<file path="config.mk">
export PLATFORM = sky130hd
export DESIGN_NAME = cnt_bin2bcd
export DESIGN_NICKNAME = d
export VERILOG_FILES = /design/src/rtl/cnt_bin2bcd.sv
export SDC_FILE = /design/constraint.sdc
export NUM_CORES = 1
export LEC_CHECK = 0
export CAP_MARGIN = 30
export CELL_PAD_IN_SITES_DETAIL_PLACEMENT = 0
export CELL_PAD_IN_SITES_GLOBAL_PLACEMENT = 1
export CORE_MARGIN = 5
export CORE_UTILIZATION = 46
export DETAILED_ROUTE_END_ITERATION = 12
export PLACE_DENSITY_LB_ADDON = 0.08
export SLEW_MARGIN = 20
export SYNTH_ARGS = -nofsm -noshare
export SYNTH_HDL_FRONTEND = slang
export SYNTH_SLANG_ARGS = --single-unit
</file>
<file path="constraint.sdc">
create_clock -name clk -period 3.15 [get_ports clk]
set_input_delay 0.63 -clock clk [delete_from_list [all_inputs] [get_ports clk]]
set_output_delay 0.63 -clock clk [all_outputs]
set_load 0.05 [all_outputs]
</file>
<file path="src/rtl/cnt_bin2bcd.sv">
// Sequential double-dabble converter: 10-bit counter value to three BCD digits, one bit per clock.
// Optional out-of-range flag and saturation when BIN2BCD_RANGE_CHK_EN is defined.
module cnt_bin2bcd #(
  parameter int BIN_W  = 10,
  parameter int MAXVAL = 999
) (
  input  logic             clk,
  input  logic             rst,
  input  logic             start,
  input  logic [BIN_W-1:0] bin,
  output logic             busy,
  output logic             done,
  output logic [3:0]       hund,
  output logic [3:0]       tens,
  output logic [3:0]       ones,
  output logic             err
);

  typedef enum logic [1:0] {IDLE, SHIFT, DONE} state_t;

  localparam logic [3:0] LAST_BIT = 4'(BIN_W - 1);

  state_t           state_q, state_d;
  logic [BIN_W-1:0] sr_q, sr_d;
  logic [11:0]      dig_q, dig_d;
  logic [11:0]      res_q, res_d;
  logic [3:0]       cnt_q, cnt_d;
  logic [11:0]      dig_adj, dig_shf;
  logic             accept, last, sat;

  function automatic logic [3:0] add3(input logic [3:0] d);
    return (d >= 4'd5) ? d + 4'd3 : d;
  endfunction

  assign accept = start && (state_q != SHIFT);
  assign last   = (state_q == SHIFT) && (cnt_q == LAST_BIT);

  // Carry out of the hundreds MSB is dropped, so the result is bin mod 1000.
  assign dig_adj = {add3(dig_q[11:8]), add3(dig_q[7:4]), add3(dig_q[3:0])};
  assign dig_shf = {dig_adj[10:0], sr_q[BIN_W-1]};

  always_comb begin
    state_d = state_q;
    sr_d    = sr_q;
    dig_d   = dig_q;
    cnt_d   = cnt_q;
    res_d   = res_q;
    case (state_q)
      SHIFT: begin
        sr_d  = {sr_q[BIN_W-2:0], 1'b0};
        dig_d = dig_shf;
        cnt_d = cnt_q + 4'd1;
        if (last) begin
          res_d   = sat ? 12'h999 : dig_shf;
          state_d = DONE;
        end
      end
      default: begin
        if (accept) begin
          sr_d    = bin;
          dig_d   = '0;
          cnt_d   = '0;
          state_d = SHIFT;
        end else begin
          state_d = IDLE;
        end
      end
    endcase
  end

  always_ff @(posedge clk or negedge rst) begin
    if (!rst) begin
      state_q <= IDLE;
      sr_q    <= '0;
      dig_q   <= '0;
      res_q   <= '0;
      cnt_q   <= '0;
    end else begin
      state_q <= state_d;
      sr_q    <= sr_d;
      dig_q   <= dig_d;
      res_q   <= res_d;
      cnt_q   <= cnt_d;
    end
  end

`ifdef BIN2BCD_RANGE_CHK_EN
  logic oor_q, err_q;

  // Range is judged on the captured value; err is refreshed on every completion.
  always_ff @(posedge clk or negedge rst) begin
    if (!rst) begin
      oor_q <= 1'b0;
      err_q <= 1'b0;
    end else begin
      if (accept) oor_q <= (32'(bin) > MAXVAL);
      if (last)   err_q <= oor_q;
    end
  end

  assign sat = oor_q;
  assign err = err_q;
`else
  logic unused_maxval;
  assign unused_maxval = ^MAXVAL;
  assign sat = 1'b0;
  assign err = 1'b0;
`endif

  assign busy = (state_q == SHIFT);
  assign done = (state_q == DONE);
  assign hund = res_q[11:8];
  assign tens = res_q[7:4];
  assign ones = res_q[3:0];

endmodule

</file>
# Word-level counts from Yosys, hierarchy flattened
# Cells that the tools add are included.
totals:
  register_bits: 40
  input_bits: 13
  out_inout_bits: 15
op_classes:
  n_addsub: 4
  order_cmp: 3
  eq_ne: 5
  mux: 12
  n_reduce_logical: 4
ops:
  columns: ["cell", "count"]
  rows:
  - ["2-to-1 mux 12 bit", 2]
  - ["2-to-1 mux 10 bit", 2]
  - ["2-to-1 mux 4 bit", 4]
  - [">= comparator 4 x 3 -> 1 bit (second input constant)", 3]
  - ["adder 4 x 2 -> 4 bit (second input constant)", 2]
  - ["adder 4 x 1 -> 4 bit (second input constant)", 1]
  - ["== test 4 bit (second input constant)", 1]
  - ["2-to-1 mux 2 bit", 2]
  - ["!= test 2 x 1 -> 1 bit (second input constant)", 2]
  - ["adder 3 x 2 -> 3 bit (second input constant)", 1]
  - ["2-to-1 mux 3 bit", 1]
  - ["== test 2 x 1 -> 1 bit (second input constant)", 1]
  - ["== test 2 bit (second input constant)", 1]
  - ["logical AND 1 bit", 2]
  - ["AND reduction 2 bit", 1]
  - ["nonzero test 2 bit", 1]
  - ["2-to-1 mux 1 bit", 1]

# Depth between registers and ports, before layout
depth:
  word_depth: 4
  mapped_depth: 7
  mapped_depth_nobuf: 6

# Worst setup path before layout
# OpenSTA, ideal clock, no wires.
synth_path:
  kind: "register -> output"
  from: "register state_q[1]"
  to: "output port busy"
  arrival_ps: 1193
  t_required_ps: 2520
  setup_slack_ps: 1327
  path_stages_with_launch: 6
  n_path_buf: 3
  cell_sequence: "dfrtp_1 > nand2b_4 > buf_8 > inv_1 > buf_2 > buf_2"
synth_via:
  elab_chain_len: 1
synth_lines:
  columns: ["element", "line_no", "source"]
  rows:
  - ["start, declared", "23", "state_t state_q, state_d;"]
  - ["start signal, assigned", "79", "state_q <= state_d;"]
  - ["== test 2 x 1 -> 1 bit", "110", "assign busy = (state_q == SHIFT);"]
  - ["end, declared", "11", "output logic busy,"]
# Every way passes these cells.

# Worst setup path in the final report
# Same ends and word-level chain as after synthesis.

==> results.json <==
{
  "syn_inst": 184,
  "antennaDiodeCount": 0,
  "drc": 0,
  "final_layout_size_suffix_gt1_frac": 0.114,
  "critical_path.slowest_cell": "clkdlybuf4s50_1",
  "antenna_found_initial": 0,
  "setup_viol": 0,
  "drt_iter0_drc": 63,
  "synthAdderAreaFrac": 0.0501,
  "hp-class": "in -> async",
  "gp_congestion": 0.733,
  "tightestPinTransition_ns": 0.503,
  "status": "complete, no violations",
  "cts_tree": "yes",
  "relSlewSlack": 0.664,
  "critPathMaxFanout": 19,
  "path_buf_inv": 2,
  "dp_hpwl_mm": 2.42,
  "async_reset_ff_frac": 1.00,
  "syn_nets": 205,
  "core-area_sq_um": 4290,
  "netlist_area_sq_um": 2000,
  "synth_edf_count": 0,
  "die_w_microns": 75.9,
  "stdcell_count": 263,
  "cts_root_buffer": "clkbuf_8",
  "grt_pass1_vias": 1244,
  "critical_path_class": "reg -> out",
  "slew_viol_final": 0,
  "power_per_cell_area_nw_per_um2": 1050,
  "first_pass_iters": 4,
  "totalWireLength_mm": 3.55,
  "period_minus_slack_ns": 2.45,
  "grt_max_degree": 41,
  "synth_top_cells_by_count": "dfrtp_1 (40), o21ai_0 (28), mux2i_1 (16), nand2_1 (16), inv_1 (12)",
  "die_h_microns": 75.9,
  "critPathLaunchType": "flip-flop",
  "synth.ff_latch_count": 40,
  "syn_avg_cell_area_sq_um": 10.9,
  "fmax_ghz": 0.408,
  "post_cts_buffers": 0,
  "worst-path-stages": 3,
  "synth_compound_area_frac": 0.0977,
  "clock_skew_ns": 0.00377,
  "cts.sink_count": 40,
  "cts_buffers": 5,
  "viasPerCell": 5.20,
  "regArea_sq_um": 1000,
  "synth_top_family_by_area": "multiplexers",
  "io_buffers": 26,
  "cp_cell_sequence": "nand2b_4 > inv_1 > clkdlybuf4s50_1",
  "area_growth_pct": 18.3,
  "grt_pass1_wl_mm": 5.99,
  "io_pins": 28,
  "clk-insertion-delay-late_ns": 0.28,
  "yosys.area.top_type": "dfrtp_1",
  "ys.flop_type": "dfrtp_1",
  "arrival_ns": 1.82,
  "cap_violations": 0,
  "ys_seq_area_frac": 0.501,
  "ant_nets": 0,
  "ys_warn_count": 0,
  "synth_xor_xnor_area_share": 0.0132,
  "synthMostInstantiatedCell": "dfrtp_1",
  "num_rows": 24,
  "synth_top_area_frac": 0.501,
  "grt_overflow": 0,
  "cp_slowest_stage_delay_ns": 0.81,
  "synth_simple_gate_area_frac": 0.123,
  "reg2regPathDepth": 6,
  "track_usage": 0.141,
  "nets": 231,
  "path_clk_slew_ns": 0.07,
  "via_count": 1367,
  "critPathTopFamily": "buffers and inverters",
  "grt_setup_unrepaired": "no",
  "required_ns": 2.52,
  "avgRoutedWirePerCell_microns": 13.5,
  "ctsHtreeMaxLevel": 2,
  "fillers": 399,
  "place_ws_ns": 0.989,
  "dieArea_sq_um": 5760,
  "hold_buffers": 0,
  "final_util": 0.550,
  "synth.distinct_cells": 31,
  "cts_max_path_buffers": 2,
  "setup_slack_ns": 0.696,
  "cts_resized": 0,
  "tns_ns": 0,
  "end_kind": "primary output",
  "multi_input_area_sq_um": 871,
  "p_leak_nw": 1.06,
  "report.final.hold_viol_count": 0,
  "synth.area.top_cells": "dfrtp_1 (50%), mux2i_1 (8.0%), o21ai_0 (7.0%)",
  "peakVddDrop_mv": 0.546,
  "post-place-cells": 254,
  "start_util": 0.465,
  "finalCritPeriodShare": 0.779,
  "synthMuxAreaShare": 0.150
}
layer usage:
| layer | wire [microns] | track usage | share of wire | up-vias |
|---|---|---|---|---|
| li1 | - | - | - | 672 |
| met1 | 1580 | 0.178 | 0.44 | 662 |
| met2 | 1730 | 0.226 | 0.49 | 29 |
| met3 | 198 | 0.0422 | 0.056 | 4 |
| met4 | 45 | 0.0524 | 0.013 | 0 |
| met5 | 0 | 0 | 0 | - |
report_power, final:
group	total (mW)	internal, mW	switching, mW
registers	0.880	0.737	0.143
clock network	0.343	0.179	0.164
logic	1.27	0.523	0.746
cell families (layout without fill, tap and decap cells):
group                      after synthesis  after routing
adders and majority gates                8              8
and+or+nand+nor                         46             46
other                                    1              1
buffers and inverters                   22             49
AOI/OAI and AO/OA                       37             37
DFF                                     40             40
muxes                                   27             27
xor gates and xnor gates                 3              3
final timing paths:
| check | from | to | slack (ns) |
|---|---|---|---|
| hold / removal | rst | res_q[11] | 0.22 |
| hold reg to reg | sr_q[3] | sr_q[4] | 0.48 |
| max in group asynchronous | rst | res_q[1] | 2.49 |
| setup / recovery | state_q[1] | busy | 0.70 |
| min in group clk | sr_q[3] | sr_q[4] | 0.48 |
| setup reg to reg | dig_q[0] | dig_q[2] | 1.46 |
placed cells by master, fill, tap and decap left out:
master	synthesis	final
a21oi_1	5	5
or3_1	4	4
o31ai_1	2	2
nand2_1	16	16
nor2_1	6	6
mux2i_1	16	16
mux2_4	4	4
dfrtp_1	40	40
inv_1	12	12
nand2b_4	1	1
nand3b_1	1	1
buf_4	1	2
clkbuf_1	3	2
nor2b_1	1	1
nor3_1	3	3
nor2_2	1	1
clkdlybuf4s50_1	0	25
and2_0	1	1
nand3_1	1	1
nor3b_1	4	4
buf_2	3	1
mux2_2	7	7
o21ai_0	28	28
conb_1	1	1
buf_12	1	1
xnor2_1	3	3
a21o_1	2	2
and3_4	1	1
nand2b_1	6	6
ha_1	8	8
clkbuf_8	0	6
registers in the layout (all words and copies together), names as in the netlist:
| signal | flops |
|---|---|
| dig_q | 12 |
| res_q | 12 |
| sr_q | 10 |
| cnt_q | 4 |
| state_q | 2 |
metrics by stage:
stage	total power, mW	hold slack, ns	area (sq um)
5_1_grt	2.70	0.216	2360
6_report	2.49	0.215	2360
2_1_floorplan	1.87	0.334	2000
4_1_cts	2.53	0.487	2340
3_3_place_gp	2.14	0.468	2250
3_5_place_dp	2.18	0.471	2250
area by class of cell:
| type | count | area share |
|---|---|---|
| sequential | 40 | 0.424 |
| multi-input combinational | 122 | 0.369 |
| timing repair buffer | 29 | 0.123 |
| clock buffer | 8 | 0.0381 |
| tap | 52 | 0.0275 |
| inverter | 12 | 0.0191 |
Note: power is estimated with default switching activity, not from simulation.
